===== src/rtl/mem_resp_pkg.sv =====
// Shared types and default constants for the memory request responder.
// The perf counters are enabled by defining MEM_RESP_PERF_EN.
package mem_resp_pkg;

    typedef enum logic [1:0] {
        IDLE  = 2'd0,
        IBUSY = 2'd1,
        DBUSY = 2'd2,
        RESP  = 2'd3
    } state_e;

    typedef enum logic {
        GNT_I = 1'b0,
        GNT_D = 1'b1
    } gnt_e;

    localparam int STARVE_LIMIT_DEF = 4;
    localparam int CNT_W_DEF        = 32;

endpackage


===== src/rtl/mem_starve_ctr.sv =====
// Saturating up-counter with synchronous clear, used for the starve count
// and, when MEM_RESP_PERF_EN is defined, for the stall performance counters.
module mem_starve_ctr #(
    parameter int           W     = 3,
    parameter logic [W-1:0] LIMIT = '1
) (
    input  logic         clk,
    input  logic         rst_n,
    input  logic         inc,
    input  logic         clr,
    output logic [W-1:0] count,
    output logic         at_limit
);

    logic [W-1:0] cnt_q;
    logic [W-1:0] cnt_d;

    always_comb begin
        cnt_d = cnt_q;
        if (clr) begin
            cnt_d = '0;
        end else if (inc && (cnt_q != LIMIT)) begin
            cnt_d = cnt_q + 1'b1;
        end
    end

    always_ff @(posedge clk or negedge rst_n) begin
        if (!rst_n) begin
            cnt_q <= '0;
        end else begin
            cnt_q <= cnt_d;
        end
    end

    assign count    = cnt_q;
    assign at_limit = (cnt_q == LIMIT);

endmodule


===== src/rtl/mem_req_responder.sv =====
// Arbitrates the CPU instruction and data ports onto one single-outstanding
// backing-memory port. Stall perf counters exist only with MEM_RESP_PERF_EN.
module mem_req_responder
    import mem_resp_pkg::*;
#(
    parameter int STARVE_LIMIT = STARVE_LIMIT_DEF,
    parameter int CNT_W        = CNT_W_DEF
) (
    input  logic             clk,
    input  logic             rst,
    input  logic             imem_read,
    input  logic [31:0]      imem_address,
    output logic [31:0]      imem_rdata,
    output logic             imem_resp,
    input  logic             dmem_read,
    input  logic             dmem_write,
    input  logic [31:0]      dmem_address,
    input  logic [31:0]      dmem_wdata,
    input  logic [3:0]       dmem_mbe,
    output logic [31:0]      dmem_rdata,
    output logic             dmem_resp,
    output logic             mem_read,
    output logic             mem_write,
    output logic [31:0]      mem_address,
    output logic [31:0]      mem_wdata,
    output logic [3:0]       mem_mbe,
    input  logic [31:0]      mem_rdata,
    input  logic             mem_resp,
    output logic [CNT_W-1:0] perf_istall,
    output logic [CNT_W-1:0] perf_dstall
);

    localparam int SW = $clog2(STARVE_LIMIT + 1);

    state_e      state_q, state_d;
    logic        mem_read_q, mem_read_d;
    logic        mem_write_q, mem_write_d;
    logic [31:0] mem_address_q, mem_address_d;
    logic [31:0] mem_wdata_q, mem_wdata_d;
    logic [3:0]  mem_mbe_q, mem_mbe_d;
    logic        imem_resp_q, imem_resp_d;
    logic        dmem_resp_q, dmem_resp_d;
    logic [31:0] imem_rdata_q, imem_rdata_d;
    logic [31:0] dmem_rdata_q, dmem_rdata_d;

    logic          dreq;
    gnt_e          arb_gnt;
    logic          starve_inc;
    logic          starve_clr;
    logic          starve_at_limit;
    logic [SW-1:0] starve_cnt;
    logic          addr_lsb_unused;

    assign dreq            = dmem_read | dmem_write;
    assign addr_lsb_unused = ^{imem_address[1:0], dmem_address[1:0]};

    always_comb begin
        state_d       = state_q;
        mem_read_d    = mem_read_q;
        mem_write_d   = mem_write_q;
        mem_address_d = mem_address_q;
        mem_wdata_d   = mem_wdata_q;
        mem_mbe_d     = mem_mbe_q;
        imem_rdata_d  = imem_rdata_q;
        dmem_rdata_d  = dmem_rdata_q;
        imem_resp_d   = 1'b0;
        dmem_resp_d   = 1'b0;
        starve_inc    = 1'b0;
        starve_clr    = 1'b0;
        // dmem wins unless imem is already waiting and has been passed over STARVE_LIMIT times
        arb_gnt = (dreq && (!imem_read || !starve_at_limit)) ? GNT_D : GNT_I;

        unique case (state_q)
            IDLE: begin
                if (arb_gnt == GNT_D) begin
                    state_d       = DBUSY;
                    mem_write_d   = dmem_write;
                    mem_read_d    = !dmem_write;
                    mem_address_d = {dmem_address[31:2], 2'b00};
                    mem_wdata_d   = dmem_write ? dmem_wdata : 32'h0;
                    mem_mbe_d     = dmem_write ? dmem_mbe : 4'hF;
                    starve_inc    = imem_read;
                    starve_clr    = !imem_read;
                end else if (imem_read) begin
                    state_d       = IBUSY;
                    mem_read_d    = 1'b1;
                    mem_write_d   = 1'b0;
                    mem_address_d = {imem_address[31:2], 2'b00};
                    mem_wdata_d   = 32'h0;
                    mem_mbe_d     = 4'hF;
                    starve_clr    = 1'b1;
                end
            end
            IBUSY, DBUSY: begin
                if (mem_resp) begin
                    state_d       = RESP;
                    mem_read_d    = 1'b0;
                    mem_write_d   = 1'b0;
                    mem_address_d = 32'h0;
                    mem_wdata_d   = 32'h0;
                    mem_mbe_d     = 4'h0;
                    if (state_q == IBUSY) begin
                        imem_rdata_d = mem_rdata;
                        imem_resp_d  = 1'b1;
                    end else begin
                        dmem_rdata_d = mem_rdata;
                        dmem_resp_d  = 1'b1;
                    end
                end
            end
            // The CPU still holds the just-completed request here, so it is not re-granted.
            RESP: begin
                state_d = IDLE;
            end
            default: begin
                state_d = IDLE;
            end
        endcase
    end

    always_ff @(posedge clk or negedge rst) begin
        if (!rst) begin
            state_q       <= IDLE;
            mem_read_q    <= 1'b0;
            mem_write_q   <= 1'b0;
            mem_address_q <= 32'h0;
            mem_wdata_q   <= 32'h0;
            mem_mbe_q     <= 4'h0;
            imem_resp_q   <= 1'b0;
            dmem_resp_q   <= 1'b0;
            imem_rdata_q  <= 32'h0;
            dmem_rdata_q  <= 32'h0;
        end else begin
            state_q       <= state_d;
            mem_read_q    <= mem_read_d;
            mem_write_q   <= mem_write_d;
            mem_address_q <= mem_address_d;
            mem_wdata_q   <= mem_wdata_d;
            mem_mbe_q     <= mem_mbe_d;
            imem_resp_q   <= imem_resp_d;
            dmem_resp_q   <= dmem_resp_d;
            imem_rdata_q  <= imem_rdata_d;
            dmem_rdata_q  <= dmem_rdata_d;
        end
    end

    mem_starve_ctr #(
        .W     (SW),
        .LIMIT (SW'(STARVE_LIMIT))
    ) u_starve (
        .clk      (clk),
        .rst_n    (rst),
        .inc      (starve_inc),
        .clr      (starve_clr),
        .count    (starve_cnt),
        .at_limit (starve_at_limit)
    );

`ifdef MEM_RESP_PERF_EN
    logic perf_i_sat_unused;
    logic perf_d_sat_unused;

    mem_starve_ctr #(
        .W     (CNT_W),
        .LIMIT ({CNT_W{1'b1}})
    ) u_perf_istall (
        .clk      (clk),
        .rst_n    (rst),
        .inc      (imem_read && !imem_resp_q),
        .clr      (1'b0),
        .count    (perf_istall),
        .at_limit (perf_i_sat_unused)
    );

    mem_starve_ctr #(
        .W     (CNT_W),
        .LIMIT ({CNT_W{1'b1}})
    ) u_perf_dstall (
        .clk      (clk),
        .rst_n    (rst),
        .inc      (dreq && !dmem_resp_q),
        .clr      (1'b0),
        .count    (perf_dstall),
        .at_limit (perf_d_sat_unused)
    );
`else
    assign perf_istall = '0;
    assign perf_dstall = '0;
`endif

    assign mem_read    = mem_read_q;
    assign mem_write   = mem_write_q;
    assign mem_address = mem_address_q;
    assign mem_wdata   = mem_wdata_q;
    assign mem_mbe     = mem_mbe_q;
    assign imem_resp   = imem_resp_q;
    assign dmem_resp   = dmem_resp_q;
    assign imem_rdata  = imem_rdata_q;
    assign dmem_rdata  = dmem_rdata_q;

    // Protocol checks on the CPU and backing-memory sides.
    always @(posedge clk) begin
        if (rst) begin
            assert (!(dmem_read && dmem_write))
                else $error("dmem_read and dmem_write both high; write takes priority");
            assert (!(mem_resp && (state_q == IDLE || state_q == RESP)))
                else $error("mem_resp with no backing access outstanding");
            assert (!(imem_resp_q && dmem_resp_q))
                else $error("imem_resp and dmem_resp high together");
        end
    end

endmodule


===== config.mk =====
export PLATFORM = sky130hd
export DESIGN_NAME = mem_req_responder
export DESIGN_NICKNAME = d
export VERILOG_FILES = /design/src/rtl/mem_resp_pkg.sv /design/src/rtl/mem_starve_ctr.sv /design/src/rtl/mem_req_responder.sv
export SDC_FILE = /design/constraint.sdc
export NUM_CORES = 1
export LEC_CHECK = 0
export BUFFER_PORTS_ARGS = -buffer_cell sky130_fd_sc_hd__buf_2
export CAP_MARGIN = 15
export CORE_MARGIN = 2
export CORE_UTILIZATION = 38
export DETAILED_ROUTE_END_ITERATION = 6
export PLACE_DENSITY = 0.8
export SETUP_SLACK_MARGIN = 0.05
export SYNTH_ARGS = -nofsm -noshare
export SYNTH_HDL_FRONTEND = slang
export SYNTH_SLANG_ARGS = --single-unit

===== constraint.sdc =====
create_clock -name clk -period 4.45 [get_ports clk]
set_input_delay 0.89 -clock clk [delete_from_list [all_inputs] [get_ports clk]]
set_output_delay 0.89 -clock clk [all_outputs]
set_load 0.03 [all_outputs]

## After elaboration in Yosys (flattened, before gate mapping)

Index checks and enable logic that the tools add are counted.

- Register bits: 141
- Input bits: 138
- Output and inout port bits: 200
- Word-level logic and storage cells: 73

- Add/sub/neg operators: 1
- Equal/unequal tests: 7
- Muxes and demuxes: 38
- Bitwise operators: 2
- Reduce and logical (&&, ||, !) cells: 14

Operators by type and width:

| cell | number |
|---|---|
| $mux 32 | 6 |
| $pmux 32 s2 | 2 |
| $mux 1 | 17 |
| $mux 4 | 4 |
| $reduce_and 3->1 | 3 |
| $pmux 4 s2 | 1 |
| $mux 2 | 3 |
| $mux 3 | 2 |
| $ne 3x3->1 const B | 2 |
| $pmux 2 s3 | 1 |
| $eq 2x2->1 const B | 2 |
| $pmux 1 s2 | 2 |
| $reduce_bool 2->1 | 2 |
| $add 3x1->3 const B | 1 |
| $eq 3x3->1 const B | 1 |
| $logic_not 1->1 | 3 |
| $eq 2x1->1 const B | 1 |
| $logic_and 1x1->1 | 2 |
| $logic_not 2->1 | 1 |
| $ne 2x2->1 const B | 1 |
| $reduce_and 2->1 | 1 |
| $reduce_or 2->1 | 1 |
| $logic_or 1x1->1 | 1 |
| $not 1->1 | 1 |
| $or 1x1->1 | 1 |

## Longest topological paths before layout

- Depth after elaboration: 10
- Gate-level depth with buffers: 14
- Gate-level depth less buffers: 9

## Modules after synthesis

Synthesis repeated with hierarchy kept, for this count alone.

- Cells, all modules: 445
- Area total of the unflattened synthesis: 6119.6 sq um

By module, submodules not included:

| module | instances | cells each | area each (sq um) | seq. area each (sq um) |
|---|---|---|---|---|
| mem_req_responder | 1 | 427 | 5921.9 | 3403.3 |
| mem_starve_ctr | 1 | 18 | 197.7 | 75.1 |

## Least setup slack after synthesis

OpenSTA, ideal clock, no wires.

- Kind: input port to flip-flop
- Start: in imem_read
- End: reg mem_mbe_q[0], in the netlist mem_mbe[0]
- Setup time: 121 ps
- Data arrival time: 2688 ps
- Required time: 4329 ps
- Slack: 1641 ps
- Stages: 11
- Path buffers: 4
- Cells stage by stage: and3_1 clkbuf_1 clkbuf_1 nor2_1 inv_1 ha_1 and2_1 buf_6 or3_1 buf_6 a22o_1

- Longest elaborated chain between the ends: 6
- Elaborated cells between the ends (all ways): 8
- Those cells by class: 1 x eq/ne; 3 x mux; 4 x reduce/logical

Ends and longest elaborated chain:

| item | RTL line | text |
|---|---|---|
| start: declaration | mem_req_responder.sv:11 | `input logic imem_read,` |
| $logic_not 1->1 | mem_req_responder.sv:71 | `arb_gnt = (dreq && (!imem_read \|\| !starve_at_limit)) ? GNT_D : GNT_I;` |
| $logic_or 1x1->1 | mem_req_responder.sv:71 |  |
| $logic_and 1x1->1 | mem_req_responder.sv:71 |  |
| $mux 1 | mem_req_responder.sv:71 |  |
| $ne 3x3->1 (no line) or $mux 4 (tied branches) | n/a |  |
| $reduce_and 3->1 (no line) or $pmux 4 s2 (tied branches) | n/a |  |
| end signal: assignment | mem_req_responder.sv:139 | `mem_mbe_q <= mem_mbe_d;` |
| end: declaration | mem_req_responder.sv:40 | `logic [3:0] mem_mbe_q, mem_mbe_d;` |

Parallel ways exist; a longest one is shown, timed or not.
A chain may end at the register's enable or synchronous reset.

## Worst setup path in the final report

- Start: reg u_starve.cnt_q[0], in the netlist u_starve.count[0]
- End: reg mem_wdata_q[28], in the netlist mem_wdata[28]

- Longest elaborated chain between the ends: 7
- Elaborated cells between the ends (all ways): 9
- Those cells by class: 2 x eq/ne; 3 x mux; 4 x reduce/logical

Ends and longest elaborated chain:

| item | RTL line | text |
|---|---|---|
| start: declaration | mem_starve_ctr.sv:15 | `logic [W-1:0] cnt_q;` |
| start signal: assignment | mem_starve_ctr.sv:31 | `cnt_q <= cnt_d;` |
| $eq 3x3->1 * | mem_starve_ctr.sv:36 | `assign at_limit = (cnt_q == LIMIT);` |
| $logic_not 1->1 * | mem_req_responder.sv:71 |  |
| $logic_or 1x1->1 * | mem_req_responder.sv:71 |  |
| $logic_and 1x1->1 * | mem_req_responder.sv:71 |  |
| $mux 1 * | mem_req_responder.sv:71 |  |
| $ne 3x3->1 (no line) or $mux 32 (tied branches) | n/a |  |
| $reduce_and 3->1 (no line) or $pmux 32 s2 (tied branches) | n/a |  |
| end signal: assignment | mem_req_responder.sv:138 | `mem_wdata_q <= mem_wdata_d;` |
| end: declaration | mem_req_responder.sv:39 | `logic [31:0] mem_wdata_q, mem_wdata_d;` |

Every way passes the cells marked *; elsewhere a longest branch is shown, timed or not.

==> metrics.csv <==
stage,metric,value,unit
setup_path,largest delay contributor family on the critical path,simple AND/OR/NAND/NOR gates,
place,routability congestion estimate,0.7664,
global_route,first-pass GRT wire length,26400,um
synth,fraction of registers with async set or reset after synthesis,1.000,
layout,# fillers,1563,
clock_tree,clock latency on the worst-skew pair,410,ps
place,post-place setup slack,681.8,ps
timing,Setup Skew,10.91,ps
synth,top area cells in the synthesized netlist,"sky130_fd_sc_hd__dfrtp_1, sky130_fd_sc_hd__mux2_2, sky130_fd_sc_hd__buf_4",
route,total via count after detailed routing,5384,
setup_path,"Data required, critical path",4690,ps
clock_tree,htree depth,4,
floorplanning,die span in x,137.9,um
synth,Post-synth top flop,sky130_fd_sc_hd__dfrtp_1,
setup_path,maximum single-stage delay on the critical path,890,ps
synth,Syn Std Cell Area,0.006810,mm^2
route,post-route DRC violation count,0,
clock_tree,Post-CTS Setup Inserts,0,
clock_tree,CTS resizes,0,
timing,f_max,294.4,MHz
timing,Setup TNS,0,ps
timing,transition at the pin with the smallest max-transition slack,1031,ps
route,Routed WL per cell,16.32,um
floorplanning,total I/O pin count,338,
floorplanning,initial standard-cell utilization of the core,0.3910,
clock_tree,clock-pin slew on the worst setup and hold paths,70,ps
pwr,reported leakage power,4.330,nW
synth,total of warnings raised by yosys,0,
clock_tree,TritonCTS clock tree,done,
setup_path,crit path buf inv count,4,
setup_path,startpoint type of the worst setup path,flip-flop,
pwr,power density of the placed cells,826.5,mW/mm^2
clock_tree,clock net sink count,139,
timing,final worst path period share,0.7633,
route,count of nets left with antenna violations after detail routing,0,
clock_tree,worst-case clock buffer depth,2,
setup_path,cell-by-cell trace of the critical path,inv_1 > ha_1 > and3_1 > buf_4 > nor2_1 > inv_1 > ha_1 > and2_1 > buf_4 > or3_2 > o21ai_0,
global_route,vias in the first global route,5053,
floorplanning,Cell Rows,48,
synth,Yosys top cell area share,0.5107,
place,number of port buffers,267,
route,number of DRC markers in iteration 0,275,
layout,post-synthesis to final-layout area growth,26.55,%
synth,number of different library cells in the post-synthesis netlist,34,
synth,proportion of synthesized chip area in sequential cells,0.5107,
global_route,all-layer global routing usage,0.1798,
timing,least setup slack across all paths after layout,1053,ps
clock_tree,cell at the root of the clock tree,sky130_fd_sc_hd__clkbuf_16,
route,total wire length after detailed routing,17660,um
setup_path,type of the worst setup path,reg -> reg,
route,router iterations before antenna repair,4,
synth,cell taking the most area after synthesis,sky130_fd_sc_hd__dfrtp_1,
timing,Worst Hold Margin,498.0,ps
run_status,outcome,"finished, final reports clean",
layout,most used cells in the layout excluding fill and tap cells,"sky130_fd_sc_hd__buf_2, sky130_fd_sc_hd__dfrtp_1, sky130_fd_sc_hd__mux2_2, sky130_fd_sc_hd__conb_1, sky130_fd_sc_hd__o211ai_1",
layout,net count of the finished layout,988,
global_route,antenna violations before repair,2,
timing,remaining max-slew budget at the tightest pin,0.3125,
floorplanning,DIE AREA,0.01901,mm^2
floorplanning,Die Y-Extent,137.9,um
floorplanning,core outline area,0.01742,mm^2
timing,unrepaired setup endpoints after global routing,false,
place,DPL Wire Length,12000,um
layout,share of post-route cells with drive strength above 1,0.4860,
global_route,maximum number of pins on one net before global-route repair,140,
timing,Final Critical Period,3397,ps
setup_path,kind of capture point of the worst setup path,flip-flop,
synth,Syn Area/Cell,11.33,um^2
synth,synthesized instance count,601,
clock_tree,hold-fix buffer count after cts,0,
setup_path,worst endpoint data arrival time,3640,ps
timing,max-slew violation count,0,
setup_path,"Max FO, Critical Path",37,
layout,"leading cell type in the layout, fill and taps excluded",sky130_fd_sc_hd__buf_2,
timing,total of endpoints with negative setup slack in the final report,0,
route,number of vias per cell,4.976,
timing,final hold viol count,0,
setup_path,cell at the slowest stage of the critical path,sky130_fd_sc_hd__or3_2,
synth,number of enable-type register cells in the synthesized netlist,0,
synth,total of flip-flops plus latches after synthesis,139,
global_route,remaining global-route overflow,0,
run,count of maximum capacitance violations,0,
hold_path,Hold Path Class,reg -> reg,
clock_tree,Inserted Clock Buffers,17,
pwr,total power,7.123,mW
pwr,peak supply drop,0.0005420,V
-- cell families (layout without fill, tap and decap cells) --
kind of cell             after synthesis  in the layout  synth area share
AO/OA/AOI/OAI                        139            139            0.1563
other                                  1             67         0.0005506
flip-flops                           139            139            0.5107
multiplexers                          67             67            0.1106
adder cells (fa/ha/maj)                7              7           0.01286
buffers and inverters                160            350            0.1347
AND/OR/NAND/NOR                       88             88           0.07423
-- path summary, 6_finish.rpt --
| check | cells past startpoint | startpoint | slack [ps] | end |
|---|---|---|---|---|
| setup / recovery | 11 | u_starve.count[0]$_DFFE_PN0P_ | 1050 | mem_wdata[28]$_DFFE_PN0P_ |
| hold / removal | 1 | imem_rdata[10]$_DFFE_PN0P_ | 500 | imem_rdata[10]$_DFFE_PN0P_ |
| setup reg to reg | 11 | u_starve.count[0]$_DFFE_PN0P_ | 1050 | mem_wdata[28]$_DFFE_PN0P_ |
| hold reg to reg | 1 | imem_rdata[10]$_DFFE_PN0P_ | 500 | imem_rdata[10]$_DFFE_PN0P_ |
| max in group asynchronous | 2 | rst | 3270 | mem_address[28]$_DFFE_PN0P_ |
| min in group asynchronous | 2 | rst | 560 | mem_wdata[1]$_DFFE_PN0P_ |
-- report_power, final --
part / switching, mW / internal (mW) / total (mW) / leakage [nW]
logic: 2.51 / 1.15 / 3.66 / 2.29
clock network: 0.598 / 0.792 / 1.39 / 0.277
registers: 0.257 / 1.82 / 2.08 / 1.76
total: 3.36 / 3.76 / 7.12 / 4.33
-- cell usage after synthesis (2+ instances only) --
cell                       instances
sky130_fd_sc_hd__inv_1            39
sky130_fd_sc_hd__nand3_1          33
sky130_fd_sc_hd__a21oi_1           2
sky130_fd_sc_hd__buf_4            66
sky130_fd_sc_hd__o21ai_2          30
sky130_fd_sc_hd__mux2_2           66
sky130_fd_sc_hd__dfrtp_1         139
sky130_fd_sc_hd__o211ai_1         60
sky130_fd_sc_hd__clkbuf_1         32
sky130_fd_sc_hd__buf_1             8
sky130_fd_sc_hd__o21ai_0           5
sky130_fd_sc_hd__nor2_1            5
sky130_fd_sc_hd__nor2b_1           2
sky130_fd_sc_hd__a31oi_1           3
sky130_fd_sc_hd__nand2_1           3
sky130_fd_sc_hd__a22o_1            4
sky130_fd_sc_hd__ha_1              7
sky130_fd_sc_hd__buf_2             7
sky130_fd_sc_hd__nand3b_1          5
sky130_fd_sc_hd__nand4_1          32
sky130_fd_sc_hd__o31ai_1          33
sky130_fd_sc_hd__buf_6             8
-- state kept, by name, indices dropped and copies added (netlist names) --
signal,count
mem_address,30
mem_write,1
imem_resp,1
dmem_rdata,32
mem_wdata,32
dmem_resp,1
imem_rdata,32
u_starve.count,3
mem_mbe,4
mem_read,1
state_q,2
-- metrics by stage --
stage	cells	utilization	area [um^2]
final	1082	0.4948	8618
after global routing	1081	0.4947	8616
after CTS	1081	0.4947	8616
after detailed placement	1049	0.4613	8034
after global placement	1049	0.4613	8034
after floorplan	666	-	7054
-- routing by layer --
metal / part of all wire / vias to the layer above / track usage
met5: 0.00096 / - / 0
met4: 0.013 / 2 / 0.05215
met3: 0.066 / 20 / 0.04569
met2: 0.50 / 212 / 0.3003
met1: 0.42 / 2625 / 0.2306
li1: - / 2525 / -
-- area by class of cell --
class / instances / area (um^2) / share of cell area
sequential: 139 / 3478 / 0.4036
multi-input combinational: 367 / 2683 / 0.3113
timing repair buffer: 279 / 1445 / 0.1677
clock buffer: 17 / 425.4 / 0.04936
tap: 225 / 281.5 / 0.03267
clock inverter: 15 / 156.4 / 0.01815
inverter: 39 / 146.4 / 0.01699
antenna: 1 / 2.502 / 0.0002904
(Power assumes the default switching activity.)
